## src/rtl/uart_message_sequencer.sv

```systemverilog
// uart_message_sequencer
// Streams a constant MESSAGE, one byte per handshake, to a downstream UART
// transmitter. A start in IDLE sends REPEAT_COUNT copies (0 = until abort),
// separated by GAP_CYCLES idle cycles, then pulses done for one cycle.
//
// Ports
//   clk        rising-edge clock
//   rstn       asynchronous reset, active high (asserted = 1)
//   start      begin a run (sampled only in IDLE)
//   abort      synchronous cancel, priority over start
//   tx_ready   downstream can accept a byte
//   tx_valid   tx_data holds a valid byte
//   tx_data    byte being offered
//   busy       high in any state other than IDLE
//   done       one-cycle pulse when a finite run completes
//   byte_index index of the byte being offered
//   msg_count  messages fully sent in the current run
module uart_message_sequencer #(
   parameter int unsigned          MSG_LEN      = 3,
   parameter logic [MSG_LEN*8-1:0] MESSAGE      = "ABC",
   parameter logic [15:0]          REPEAT_COUNT = 16'd1,
   parameter logic [15:0]          GAP_CYCLES   = 16'd0
) (
   input  logic        clk,
   input  logic        rstn,
   input  logic        start,
   input  logic        abort,
   input  logic        tx_ready,
   output logic        tx_valid,
   output logic [7:0]  tx_data,
   output logic        busy,
   output logic        done,
   output logic [5:0]  byte_index,
   output logic [15:0] msg_count
);

   localparam int unsigned IDX_W = 6;
   localparam int unsigned CNT_W = 16;
   localparam logic [IDX_W-1:0] LAST_IDX = IDX_W'(MSG_LEN - 1);
   // Gap counter counts down to zero, so GAP_CYCLES cycles need a load of GAP_CYCLES-1.
   localparam logic [CNT_W-1:0] GAP_LOAD = CNT_W'(GAP_CYCLES - 16'd1);

   typedef enum logic [1:0] {
      ST_IDLE = 2'd0,
      ST_SEND = 2'd1,
      ST_GAP  = 2'd2,
      ST_DONE = 2'd3
   } state_t;

   state_t             state_q;
   state_t             state_d;
   logic [CNT_W-1:0]   gap_cnt_q;
   logic [CNT_W-1:0]   gap_cnt_d;
   logic               tx_valid_d;
   logic [7:0]         tx_data_d;
   logic               busy_d;
   logic               done_d;
   logic [IDX_W-1:0]   byte_index_d;
   logic [CNT_W-1:0]   msg_count_d;

   logic               xfer_c;
   logic               last_c;
   logic [CNT_W-1:0]   cnt_inc_c;
   logic               hit_c;

   // Byte idx of MESSAGE; byte 0 is the most significant byte (first character).
   function automatic logic [7:0] msg_byte(input logic [IDX_W-1:0] idx);
      logic [7:0] b;
      b = 8'h00;
      for (int unsigned i = 0; i < MSG_LEN; i++) begin
         if (idx == IDX_W'(i)) begin
            b = MESSAGE[(MSG_LEN - 1 - i) * 8 +: 8];
         end
      end
      return b;
   endfunction

   // Handshake and end-of-run qualifiers.
   always_comb begin
      xfer_c    = tx_valid & tx_ready;
      last_c    = (byte_index == LAST_IDX);
      cnt_inc_c = msg_count + 16'd1;
      hit_c     = (REPEAT_COUNT != 16'd0) && (cnt_inc_c == REPEAT_COUNT);
   end

   // State register.
   always_ff @(posedge clk or posedge rstn) begin
      if (rstn) begin
         state_q <= ST_IDLE;
      end else begin
         state_q <= state_d;
      end
   end

   // Next-state logic.
   always_comb begin
      state_d = state_q;
      case (state_q)
         ST_IDLE: begin
            if (start && !abort) begin
               state_d = ST_SEND;
            end
         end
         ST_SEND: begin
            if (abort) begin
               state_d = ST_IDLE;
            end else if (xfer_c && last_c) begin
               if (hit_c) begin
                  state_d = ST_DONE;
               end else if (GAP_CYCLES == 16'd0) begin
                  state_d = ST_SEND;
               end else begin
                  state_d = ST_GAP;
               end
            end
         end
         ST_GAP: begin
            if (abort) begin
               state_d = ST_IDLE;
            end else if (gap_cnt_q == 16'd0) begin
               state_d = ST_SEND;
            end
         end
         ST_DONE: begin
            state_d = ST_IDLE;
         end
         default: begin
            state_d = ST_IDLE;
         end
      endcase
   end

   // Output / datapath next values; everything holds unless a case updates it.
   always_comb begin
      tx_valid_d   = (state_d == ST_SEND);
      busy_d       = (state_d != ST_IDLE);
      done_d       = (state_d == ST_DONE);
      tx_data_d    = tx_data;
      byte_index_d = byte_index;
      msg_count_d  = msg_count;
      gap_cnt_d    = gap_cnt_q;
      case (state_q)
         ST_IDLE: begin
            if (state_d == ST_SEND) begin
               byte_index_d = 6'd0;
               msg_count_d  = 16'd0;
               tx_data_d    = msg_byte(6'd0);
            end
         end
         ST_SEND: begin
            if (xfer_c) begin
               if (last_c) begin
                  msg_count_d  = cnt_inc_c;
                  byte_index_d = 6'd0;
                  if (state_d == ST_GAP) begin
                     gap_cnt_d = GAP_LOAD;
                  end
               end else begin
                  byte_index_d = byte_index + 6'd1;
               end
               // Only present a new byte if still offering; otherwise tx_data holds.
               if (state_d == ST_SEND) begin
                  tx_data_d = msg_byte(byte_index_d);
               end
            end
         end
         ST_GAP: begin
            if (gap_cnt_q != 16'd0) begin
               gap_cnt_d = gap_cnt_q - 16'd1;
            end else if (state_d == ST_SEND) begin
               byte_index_d = 6'd0;
               tx_data_d    = msg_byte(6'd0);
            end
         end
         default: begin
         end
      endcase
   end

   // Registered outputs and counters.
   always_ff @(posedge clk or posedge rstn) begin
      if (rstn) begin
         tx_valid   <= 1'b0;
         tx_data    <= 8'h00;
         busy       <= 1'b0;
         done       <= 1'b0;
         byte_index <= 6'd0;
         msg_count  <= 16'd0;
         gap_cnt_q  <= 16'd0;
      end else begin
         tx_valid   <= tx_valid_d;
         tx_data    <= tx_data_d;
         busy       <= busy_d;
         done       <= done_d;
         byte_index <= byte_index_d;
         msg_count  <= msg_count_d;
         gap_cnt_q  <= gap_cnt_d;
      end
   end

endmodule
```

## config.mk

```make
export PLATFORM = sky130hd
export DESIGN_NAME = uart_message_sequencer
export DESIGN_NICKNAME = d
export VERILOG_FILES = /design/src/rtl/uart_message_sequencer.sv
export SDC_FILE = /design/constraint.sdc
export NUM_CORES = 1
export LEC_CHECK = 0
export ABC_AREA = 0
export BUFFER_PORTS_ARGS = -buffer_cell sky130_fd_sc_hd__buf_2
export CAP_MARGIN = 20
export CORE_UTILIZATION = 61
export DETAILED_ROUTE_END_ITERATION = 16
export PLACE_DENSITY = 0.84
export SETUP_SLACK_MARGIN = 0.4
export SLEW_MARGIN = 30
export SYNTH_ARGS = -nofsm -noshare
export SYNTH_HDL_FRONTEND = slang
export SYNTH_SLANG_ARGS = --single-unit
```

## constraint.sdc

```tcl
create_clock -name clk -period 3.49 [get_ports clk]
set_input_delay 0.5235 -clock clk [delete_from_list [all_inputs] [get_ports clk]]
set_output_delay 0.5235 -clock clk [all_outputs]
set_load 0.01 [all_outputs]
```

==> metrics.sh, run 1 <==
STATUS='finished clean'
FLOORPLAN.CORE_AREA_SQ_UM=4440
IO_BUFFERS=32
NETLIST_TOP_CELLS_AREA='sky130_fd_sc_hd__dfrtp_1, sky130_fd_sc_hd__o21ai_0, sky130_fd_sc_hd__nand2_1'
MIN_PERIOD_OVER_PERIOD_PCT=69.4
POSTCTSHOLDBUFS=0
PLACE_INST=382
MAX_SLEW.WORST_PIN.SLEW_NS=0.789
ANTENNA_LEFT=0
ROWS=24
NUMCTSBUFFERS=5
GLOBAL_ROUTE.PEAK_USAGE_LAYER='met2'
CRIT_PATH_TOP_DELAY_CELL='sky130_fd_sc_hd__dfrtp_1'
CLKTRANSATPATHREGS_NS=0.08
CP-END-KIND='flop'
INITIAL_UTILIZATION_PCT=65.0
TOTAL_BUFFERS_AND_INVERTERS_TRAVERSED_BY_THE_CRITICAL_PATH=1
CRIT_REQUIRED_NS=3.67
RATIO_OF_CELLS_WITH_DRIVE_ABOVE_1_IN_THE_FINAL_LAYOUT_PCT=17.2
GRT_ANTENNA_BEFORE_REPAIR=0
DIE_WIDTH_UM=70.8
RSZ_0062_RAISED_AFTER_GLOBAL_ROUTING='false'
FINAL_HOLD_VIOL_COUNT=0
DR_TOTAL_VIAS=2378
DETAIL_ROUTE.WL_PER_CELL_UM=15.7
CP_TOP_FAMILY='simple AND/OR/NAND/NOR gates'
BOUNDARYPINS=38
GLOBAL_PLACEMENT_ROUTABILITY_CONGESTION=0.801
CP_CELL_SEQUENCE='inv_1 > ha_1 > or3b_4 > nor4_4 > o2111ai_2 > nor3_2 > and3_4 > o41ai_2'
ROOT_BUFFER='sky130_fd_sc_hd__clkbuf_8'
MAPPEDNETLISTAREA_SQ_UM=2890
REPORT.FINAL.SETUP_VIOL=0
DRCVIOLATIONCOUNT=0
GRT_FIRST_PASS_WIRELENGTH_UM=10500
SYNTH_ENABLE_FLOP_CELLS=0
IRDROPWORSTVDD_mV=0.218
POST-SYNTH-TOP-AREA-CELL='sky130_fd_sc_hd__dfrtp_1'
SYNTH_SEQUENTIAL_AREA_RATIO_PCT=39.8
DP_HPWL_UM=4290
SYNTH_TOP_FLOP_CELL='sky130_fd_sc_hd__dfrtp_1'
MIN_PERIOD_NS=2.42
NETS=349
PIN_COUNT_OF_THE_BIGGEST_NET_ENTERING_GLOBAL_ROUTING=47
FILL_CELLS=361
NUMBER_OF_GLOBAL_ROUTE_VIAS_BEFORE_REPAIR=2260
GRT_UTIL_ALL_LAYERS_PCT=26.7
NETLIST_INSTANCES=313
DIODES=0
POST_SYNTH.CELL_AREA_AVG_SQ_UM=9.23
FMAXACHIEVABLE_MHz=413
CRITICAL_PATH.MAX_STAGE_DELAY_NS=0.45
POSTCTSSETUPBUFFERS=0
SLEW_VIOL_FINAL=0
POWER.DENSITY_CELL_AREA_nW_PER_UM2=334
CLOCK_SINK_COUNT=46
CTS.HTREE.LEVELS=2
MAX-SLEW-MARGIN-REL_PCT=47.3
CRITICALPATHCATEGORY='flop to flop'
DIE_AREA_SQ_UM=5020
LEAKAGEPOWER_nW=1.46
FINAL_CELL_COUNT_NO_FILL=389
FIN_SETUP_TNS_NS=0
NUMBER_OF_STORAGE_ELEMENTS_IN_THE_SYNTHESIS_NETLIST=46
WORST_HOLD_CLASS='primary input to asynchronous set/reset pin'
DIE_HEIGHT_UM=70.8
CRITICAL_PATH.STARTPOINT_TYPE='flop'
SYNTHDOMINANTCELLAREASHARE_PCT=39.8
TRITONCTS='built'
FINCLKSKEW_NS=0.00333
WORSTSKEWPAIRLATENCY_NS=0.30
CTS_BUFFER_DEPTH=2
YS_WARNS=0
TIMING.MAX_CAP.VIOLATIONS=0
CP_DATA_ARRIVAL_TIME_NS=2.60
DRT_ITER0_MARKERS=194
TOTALPOWERFINAL_W=0.00104
GRT_UTIL_MET3_PCT=4.56
USE_MET1_PCT=36.1
POST_CTS_RESIZED=0
SYNTH.DISTINCT_CELLS=58
OVERFLOW=0
GRT_UTIL_MET2_PCT=43.5
SYNTHARSTFLOPSHARE_PCT=100
ROUTER_ITERATIONS_BEFORE_ANTENNA_REPAIR=7
AREA_GROWTH_SYN_TO_LAYOUT_PCT=7.53
FINALWIRELENGTH_UM=6110
DRT-VIAS-PER-INSTANCE=6.11
PATH_MAX_FANOUT=9
-- path summary, 6_finish.rpt --
path                       depth (start not counted)            end          start  slack (ns)
max in group asynchronous                          2  byte_index[5]           rstn        2.68
hold / removal                                     2   msg_count[4]           rstn        0.34
hold reg to reg                                    1  gap_cnt_q[15]  gap_cnt_q[15]        0.48
setup / recovery                                   8     tx_data[1]  byte_index[0]        1.07
setup reg to reg                                   8     tx_data[1]  byte_index[0]        1.07
min in group clk                                   1  gap_cnt_q[15]  gap_cnt_q[15]        0.48
-- cell families after synthesis --
family                     Yosys count  share of synthesized area, %
xor gates and xnor gates            21                          6.62
muxes                                2                         0.736
other                                1                         0.130
DFF                                 46                          39.8
buffers and inverters               32                          5.37
AOI/OAI and AO/OA                   75                          18.4
and+or+nand+nor                    129                          25.9
adders and majority gates            7                          3.03
-- cell usage after synthesis (3+ instances only) --
library cell / count
sky130_fd_sc_hd__clkbuf_1: 8
sky130_fd_sc_hd__xnor2_1: 9
sky130_fd_sc_hd__nand2_1: 27
sky130_fd_sc_hd__dfrtp_1: 46
sky130_fd_sc_hd__and4_1: 3
sky130_fd_sc_hd__inv_1: 12
sky130_fd_sc_hd__o31ai_1: 7
sky130_fd_sc_hd__nor2_1: 24
sky130_fd_sc_hd__a211oi_2: 3
sky130_fd_sc_hd__xor2_1: 11
sky130_fd_sc_hd__buf_2: 4
sky130_fd_sc_hd__nor4_1: 8
sky130_fd_sc_hd__o21bai_1: 3
sky130_fd_sc_hd__ha_1: 7
sky130_fd_sc_hd__o31a_1: 3
sky130_fd_sc_hd__or4_1: 4
sky130_fd_sc_hd__a21oi_1: 11
sky130_fd_sc_hd__nand2b_1: 5
sky130_fd_sc_hd__nand4_1: 8
sky130_fd_sc_hd__nand3_1: 12
sky130_fd_sc_hd__o41ai_1: 3
sky130_fd_sc_hd__nor3_1: 9
sky130_fd_sc_hd__o21ai_0: 22
sky130_fd_sc_hd__and3_1: 6
sky130_fd_sc_hd__a22o_1: 3
sky130_fd_sc_hd__buf_4: 8
sky130_fd_sc_hd__a31oi_1: 3
sky130_fd_sc_hd__and2_1: 4
-- routing by layer --
layer / wire length [um] / share of wire [%]
met3: 237 / 3.9
met2: 2910 / 48
met4: 69 / 1.1
met5: 0 / 0
met1: 2890 / 47
-- area by class of cell --
cell class / count / area [sq um] / area share (%)
flip-flops and latches: 46 / 1150 / 37.0
well taps: 52 / 65.1 / 2.09
clock buffers: 5 / 68.8 / 2.21
inverters: 12 / 46.3 / 1.49
clock inverters: 2 / 10.0 / 0.322
repair buffers: 33 / 168 / 5.39
multi-input cells: 239 / 1600 / 51.4
-- report_power, final --
group / total, W / switching, W / internal [W]
clock: 0.000313 / 0.000178 / 0.000135
sequential: 0.000591 / 0.0000418 / 0.000549
combinational: 0.000133 / 0.0000799 / 0.0000527
total: 0.00104 / 0.000300 / 0.000737
-- flip-flops by register name, indices dropped and copies added (netlist names) --
signal	cells
gap_cnt_q	16
msg_count	16
byte_index	6
tx_data	3
state_q	2
busy	1
done	1
tx_valid	1
-- through the flow --
| step | hold WS, ns | util (%) | setup slack, ns | cell area (sq um) |
|---|---|---|---|---|
| global placement | 0.458 | 68.1 | 1.16 | 3030 |
| global route | 0.408 | 69.9 | 0.871 | 3110 |
| CTS | 0.461 | 69.9 | 1.09 | 3110 |
| floorplan | 0.443 | - | 1.32 | 2910 |
| detailed placement | 0.465 | 68.1 | 1.10 | 3030 |
| finish | 0.335 | 69.9 | 1.07 | 3110 |
-- cells in the final DEF (no fill, tap or decap), drive strengths merged, types with 2 or more instances in the layout --
master  Yosys  layout
clkinv      0       3
nor2b       2       2
a22o        3       3
dfrtp      46      46
nor2       24      24
buf        12      33
nor3b       2       2
conb        1       5
a21oi      11      11
nand4      10      10
inv        12      11
nand2      27      27
and3        8       8
o41ai       4       4
or4         4       4
a211oi      5       5
xnor2       9       9
nor3       10      10
o31a        3       3
o211ai      3       3
and2        5       5
a21o        2       2
and4        3       3
o21ai      24      24
nor4       10      10
o21bai      3       3
xor2       12      12
ha          7       7
nand3      12      12
or3         2       2
nor4b       2       2
a31oi       3       3
nand2b      5       5
clkbuf      8       5
o31ai       7       7
Power figures use the tool's default switching activity.
==> run 2, diff against run 1 <==
--- a/config.mk
+++ b/config.mk
@@ -8,9 +8,9 @@
 export ABC_AREA = 0
 export BUFFER_PORTS_ARGS = -buffer_cell sky130_fd_sc_hd__buf_2
 export CAP_MARGIN = 20
-export CORE_UTILIZATION = 61
+export CORE_UTILIZATION = 52
 export DETAILED_ROUTE_END_ITERATION = 16
-export PLACE_DENSITY = 0.84
+export PLACE_DENSITY = 0.76
 export SETUP_SLACK_MARGIN = 0.4
 export SLEW_MARGIN = 30
 export SYNTH_ARGS = -nofsm -noshare
==> constraint.sdc (replaced) <==
create_clock -name clk -period 2.1 [get_ports clk]
set_input_delay 0.315 -clock clk [delete_from_list [all_inputs] [get_ports clk]]
set_output_delay 0.315 -clock clk [all_outputs]
set_load 0.01 [all_outputs]
==> metrics.sh, run 2 (same netlist as run 1, synthesis figures left out) <==
REPORT.FINAL.SETUP_VIOL=2
FINAL_CELL_COUNT_NO_FILL=459
WORSTSKEWPAIRLATENCY_NS=0.31
CRITICAL_PATH.STARTPOINT_TYPE='flop'
IO_BUFFERS=32
FF2FF_PATH_DEPTH=7
FINAL_HOLD_VIOL_COUNT=0
DIE_HEIGHT_UM=76.6
GLOBAL_PLACEMENT_ROUTABILITY_CONGESTION=0.826
DRCVIOLATIONCOUNT=0
ROUTER_ITERATIONS_BEFORE_ANTENNA_REPAIR=5
INITIAL_UTILIZATION_PCT=55.2
GRT_FIRST_PASS_WIRELENGTH_UM=11900
GRT_ANTENNA_BEFORE_REPAIR=0
CRIT_REQUIRED_NS=2.28
DP_HPWL_UM=4850
ROUTE.LAYER.MET1.WL_UM=3300
WL_MET2_UM=3950
DETAIL_ROUTE.WL_PER_CELL_UM=17.0
ROWS=26
DETAILROUTE.WIRELENGTH.MET3_UM=405
CLKTRANSATPATHREGS_NS=0.09
IRDROPWORSTVDD_mV=0.414
TIMING.MAX_CAP.VIOLATIONS=0
CLKPWRFRAC_PCT=34.2
CRIT_PATH_TOP_DELAY_CELL='sky130_fd_sc_hd__dfrtp_2'
ROOT_BUFFER='sky130_fd_sc_hd__clkbuf_8'
STATUS='complete, but fails checks'
SLEW_VIOL_FINAL=0
TIMING.CRITICAL_PATH.FROM='msg_count[1]'
TOTAL_BUFFERS_AND_INVERTERS_TRAVERSED_BY_THE_CRITICAL_PATH=0
POWER.DENSITY_CELL_AREA_nW_PER_UM2=512
MIN_PERIOD_NS=2.10
CLOCK_SINK_COUNT=46
NUMCTSBUFFERS=5
PWR-SHARE-COMB_PCT=17.7
LAYOUT_COMMON_CELLS='sky130_fd_sc_hd__buf_4, sky130_fd_sc_hd__dfrtp_1, sky130_fd_sc_hd__buf_2, sky130_fd_sc_hd__nand2_1, sky130_fd_sc_hd__nor2_1'
DR_TOTAL_VIAS=2773
PIN_COUNT_OF_THE_BIGGEST_NET_ENTERING_GLOBAL_ROUTING=29
LEAKAGEPOWER_nW=1.82
ROUTE.TOP_LAYER_USED='met4'
CTS_BUFFER_DEPTH=2
FF_TO_FF_END='tx_data[1]'
CP_DATA_ARRIVAL_TIME_NS=2.29
FINCLKSKEW_NS=0.00745
BOUNDARYPINS=38
FMAXACHIEVABLE_MHz=476
FINAL_COMMON_CELL='sky130_fd_sc_hd__buf_4'
DIODES=0
SETUP.REG_TO_REG.WORST_SLACK_NS=-0.002
CTS.HTREE.LEVELS=2
SW_FRAC_OF_TOTAL_PCT=28.3
NUMBER_OF_GLOBAL_ROUTE_VIAS_BEFORE_REPAIR=2509
NETSWITCHINGPOWER_W=0.000560
FINAL.SETUP.WORST_SLACK_NS=-0.00210
ANTENNA_LEFT=0
TRITONCTS='built'
MAX-SLEW-MARGIN-REL_PCT=59.0
MIN_PERIOD_OVER_PERIOD_PCT=100
CRITICALPATHCATEGORY='flop to flop'
INTERNAL_POWER_W=0.00142
CRITICAL_PATH.MAX_STAGE_DELAY_NS=0.46
GRT_UTIL_ALL_LAYERS_PCT=25.3
NETS=400
CP_TOP_FAMILY='simple AND/OR/NAND/NOR gates'
OVERFLOW=0
CP_CELL_SEQUENCE='ha_2 > and4_4 > and2_1 > o211ai_1 > a211oi_2 > and3_4 > o41ai_2'
CP_NUM_CELLS=7
AREA_GROWTH_SYN_TO_LAYOUT_PCT=33.8
WORST_HOLD_CLASS='primary input to asynchronous set/reset pin'
TOP_REGS='gap_cnt_q: 16 flops, msg_count: 16 flops, byte_index: 6 flops'
DIE_WIDTH_UM=76.6
POWER.SEQUENTIAL.FRACTION_PCT=48.0
MAX_SLEW.WORST_PIN.SLEW_NS=0.614
DRT_ITER0_MARKERS=173
TOTALPOWERFINAL_W=0.00198
PATH_MAX_FANOUT=8
DRT-VIAS-PER-INSTANCE=6.04
CP-END-KIND='flop'
TIMING.RR.START='msg_count[1]'
FLOORPLAN.CORE_AREA_SQ_UM=5240
FAILED_CHECKS='negative setup slack'
POSTCTSHOLDBUFS=0
RATIO_OF_CELLS_WITH_DRIVE_ABOVE_1_IN_THE_FINAL_LAYOUT_PCT=42.4
DIE_AREA_SQ_UM=5860
FINALWIRELENGTH_UM=7780
PLACE_INST=427
RSZ_0062_RAISED_AFTER_GLOBAL_ROUTING='true'
[run 2: changes by cell type in the layout (fill, tap and decap cells not counted), sizes merged]
cell / previous run / this run
inv: 11 / 12
clkbuf: 5 / 6
clkinv: 3 / 0
buf: 33 / 84
bufinv: 0 / 1
clkinvlp: 0 / 1
[run 2: cell type report]
| type | count | area (sq um) |
|---|---|---|
| Clock inverter | 2 | 37.5 |
| Clock buffer | 6 | 72.6 |
| Sequential cell | 46 | 1160 |
| Tap cell | 70 | 87.6 |
| Timing Repair Buffer | 84 | 573 |
| Inverter | 12 | 45.0 |
| Fill cell | 388 | 1370 |
| Multi-Input combinational cell | 239 | 1890 |
[run 2: how the worst max path moves through the flow]
stage,to,slack [ns]
2_1_floorplan,tx_data[1],0.006
3_5_place_dp,tx_data[0],-0.06
4_1_cts,tx_data[6],0.02
3_3_place_gp,tx_data[1],0.01
6_report,tx_data[1],-0.002
5_1_grt,tx_data[0],-0.13
[run 2: layer usage]
metal	vias up	global-route usage, %
li1	1289	-
met1	1383	33.4
met2	85	42.0
met3	16	5.03
met4	0	7.69
met5	-	0
[run 2: per-stage QoR]
stage / worst slack [ns] / cell area, sq um / hold WS, ns / utilization [%] / setup TNS [ns]
finish: -0.00210 / 3870 / 0.0717 / 73.8 / -0.00266
global route: -0.131 / 3870 / 0.119 / 73.8 / -0.620
CTS: 0.0205 / 3560 / 0.0883 / 68.0 / 0
detailed placement: -0.0579 / 3330 / 0.430 / 63.5 / -0.145
global placement: 0.0134 / 3330 / 0.423 / 63.5 / 0
floorplan: 0.00559 / 2980 / 0.373 / - / 0
[run 2: power groups by stage]
stage	combinational, W	clock (W)	sequential, W
2_1_floorplan	0.000189	0	0.000971
3_3_place_gp	0.000300	0	0.000966
5_1_grt	0.000389	0.000722	0.000958
4_1_cts	0.000319	0.000691	0.000950
3_5_place_dp	0.000311	0	0.000967
6_report	0.000352	0.000678	0.000952
[run 2: what timing repair did]
item	in CTS	in global routing
buffers inserted	9	12
setup endpoints to repair	37	40
gates resized for setup	15	58
pin swaps	13	11
cloned	0	3
[run 2: worst register-to-register path: stages (launching register included)]
cell and delay, ns:
sky130_fd_sc_hd__dfrtp_2 0.46, sky130_fd_sc_hd__ha_2 0.27, sky130_fd_sc_hd__and4_4 0.27, sky130_fd_sc_hd__and2_1 0.19
sky130_fd_sc_hd__o211ai_1 0.15, sky130_fd_sc_hd__a211oi_2 0.30, sky130_fd_sc_hd__and3_4 0.26, sky130_fd_sc_hd__o41ai_2 0.08
==> run 3, diff against run 2 <==
--- a/config.mk
+++ b/config.mk
@@ -6,7 +6,7 @@
 export NUM_CORES = 1
 export LEC_CHECK = 0
 export ABC_AREA = 0
-export BUFFER_PORTS_ARGS = -buffer_cell sky130_fd_sc_hd__buf_2
+export BUFFER_PORTS_ARGS = -buffer_cell sky130_fd_sc_hd__clkbuf_2
 export CAP_MARGIN = 20
 export CORE_UTILIZATION = 52
 export DETAILED_ROUTE_END_ITERATION = 16
@@ -16,3 +16,4 @@
 export SYNTH_ARGS = -nofsm -noshare
 export SYNTH_HDL_FRONTEND = slang
 export SYNTH_SLANG_ARGS = --single-unit
+export TNS_END_PERCENT = 100
==> metrics.sh, run 3 (same netlist as run 1, synthesis figures left out) <==
STATUS='complete, but fails checks'
FAILED_CHECKS='negative setup slack'
CLKTRANSATPATHREGS_NS=0.09
MIN_PERIOD_OVER_PERIOD_PCT=103
FLOORPLAN.CORE_AREA_SQ_UM=5240
CP_DATA_ARRIVAL_TIME_NS=2.36
GRT_FIRST_PASS_WIRELENGTH_UM=14000
WORSTSKEWPAIRLATENCY_NS=0.31
POWER.DENSITY_CELL_AREA_nW_PER_UM2=498
FMAXACHIEVABLE_MHz=460
SLEW_VIOL_FINAL=0
PLACE_INST=428
IRDROPWORSTVDD_mV=0.388
NUMBER_OF_GLOBAL_ROUTE_VIAS_BEFORE_REPAIR=2896
FINAL_COMMON_CELL='sky130_fd_sc_hd__buf_4'
CRITICALPATHCATEGORY='flop to flop'
DRT-VIAS-PER-INSTANCE=6.08
PIN_COUNT_OF_THE_BIGGEST_NET_ENTERING_GLOBAL_ROUTING=31
GRT_ANTENNA_BEFORE_REPAIR=0
DETAIL_ROUTE.WL_PER_CELL_UM=18.4
CLOCK_SINK_COUNT=46
CTS.HTREE.LEVELS=2
FINAL_CELL_COUNT_NO_FILL=466
FIN_WORST_HOLD_SLACK_NS=0.0628
TOP_REGS='gap_cnt_q: 16 flops, msg_count: 16 flops, byte_index: 6 flops'
DIE_HEIGHT_UM=76.6
FF_LATCH_AREA_SQ_UM=1160
LAYOUT_COMMON_CELLS='sky130_fd_sc_hd__buf_4, sky130_fd_sc_hd__dfrtp_1, sky130_fd_sc_hd__clkbuf_2, sky130_fd_sc_hd__nand2_1, sky130_fd_sc_hd__nor2_1'
PATH_MAX_FANOUT=4
DR_TOTAL_VIAS=2835
TRITONCTS='built'
DRCVIOLATIONCOUNT=0
CRITICAL_PATH.STARTPOINT_TYPE='flop'
NUMCTSBUFFERS=5
IO_BUFFERS=32
CRIT_REQUIRED_NS=2.29
MAX-SLEW-MARGIN-REL_PCT=46.1
OVERFLOW=0
GLOBAL_PLACEMENT_ROUTABILITY_CONGESTION=0.844
TIMING.MAX_CAP.VIOLATIONS=0
DIE_AREA_SQ_UM=5860
NETS=407
FINALWIRELENGTH_UM=8570
DRT_ITER0_MARKERS=224
PLACEMENT.SETUP.WORST_SLACK_NS=0.00299
MAX_SLEW.WORST_PIN.SLEW_NS=0.802
TOTALPOWERFINAL_W=0.00203
WORST_HOLD_CLASS='primary input to asynchronous set/reset pin'
ROUTER_ITERATIONS_BEFORE_ANTENNA_REPAIR=5
ROOT_BUFFER='sky130_fd_sc_hd__clkbuf_8'
FINAL.SETUP.WORST_SLACK_NS=-0.0732
AREA_GROWTH_SYN_TO_LAYOUT_PCT=41.2
MULTI_INPUT_AREA_SQ_UM=2010
ROWS=26
INITIAL_UTILIZATION_PCT=55.2
ANTENNA_LEFT=0
CP-END-KIND='flop'
GRT_UTIL_ALL_LAYERS_PCT=30.0
CTS_BUFFER_DEPTH=2
FINCLKSKEW_NS=0.00883
LEAKAGEPOWER_nW=1.89
MIN_PERIOD_NS=2.17
DIODES=0
REPORT.FINAL.SETUP_VIOL=12
FILL_CELLS=320
FRACTION_OF_THE_CORE_AREA_COVERED_BY_CELLS_AT_THE_END_OF_THE_FLOW_PCT=77.9
POSTCTSHOLDBUFS=0
BOUNDARYPINS=38
RSZ_0062_RAISED_AFTER_GLOBAL_ROUTING='true'
DP_HPWL_UM=4860
FINAL_HOLD_VIOL_COUNT=0
RATIO_OF_CELLS_WITH_DRIVE_ABOVE_1_IN_THE_FINAL_LAYOUT_PCT=44.4
DIE_WIDTH_UM=76.6
-- run 3: cell count changes in the layout (fill, tap and decap cells not counted), sizes merged --
| cell | delta |
|---|---|
| clkinvlp | +1 |
| clkbuf | +31 |
| buf | -25 |
-- run 3: worst paths after layout --
check / slack, ns / cells after the start / start / end
worst max-delay path: -0.07 / 8 / byte_index[0] / tx_data[1]
worst min-delay path: 0.06 / 2 / rstn / msg_count[0]
worst max register to register: -0.07 / 8 / byte_index[0] / tx_data[1]
worst min register to register: 0.56 / 2 / tx_data[6] / tx_data[6]
max in group asynchronous: 1.44 / 3 / rstn / byte_index[0]
min in group clk: 0.27 / 2 / abort / state_q[1]
-- run 3: routing by layer --
layer  up-vias  part of all wire, %  track usage [%]
met5         -                    0                0
met4         0                  3.1             14.4
met3        25                  5.2             6.35
met2       130                   51             51.0
met1      1381                   41             35.9
li1       1299                    -                -
-- run 3: through the flow --
step / setup TNS [ns] / instance area, sq um
2_1_floorplan: 0 / 2980
3_3_place_gp: 0 / 3330
3_5_place_dp: 0 / 3330
4_1_cts: -0.000461 / 3930
5_1_grt: -1.76 / 4080
6_report: -0.407 / 4080
-- run 3: critical path, cell delays in order (launching register included) --
cell,delay (ns)
sky130_fd_sc_hd__dfrtp_2,0.42
sky130_fd_sc_hd__inv_2,0.06
sky130_fd_sc_hd__ha_1,0.13
sky130_fd_sc_hd__or3b_4,0.41
sky130_fd_sc_hd__nor4_4,0.25
sky130_fd_sc_hd__o2111ai_2,0.23
sky130_fd_sc_hd__nor3_2,0.21
sky130_fd_sc_hd__and3_4,0.25
sky130_fd_sc_hd__o41ai_2,0.08
-- run 3: cell type report --
cell class                 instances  share of cell area, %
multi-input combinational        239                   49.2
clock buffer                       5                   1.69
clock inverter                     3                   1.10
inverter                          12                   1.10
tap                               70                   2.15
timing repair buffer              91                   16.4
sequential                        46                   28.4
-- run 3: repair_timing --
item,4_1_cts,5_1_grt
setup buffers,20,7
cloned,3,0
endpoints found under the setup margin,37,43
resized for setup,76,21
pin swaps,31,12
-- run 3: power by group --
group	switching [W]	internal, W
clock network	0.000335	0.000354
registers	0.0000298	0.000914
logic	0.000231	0.000168
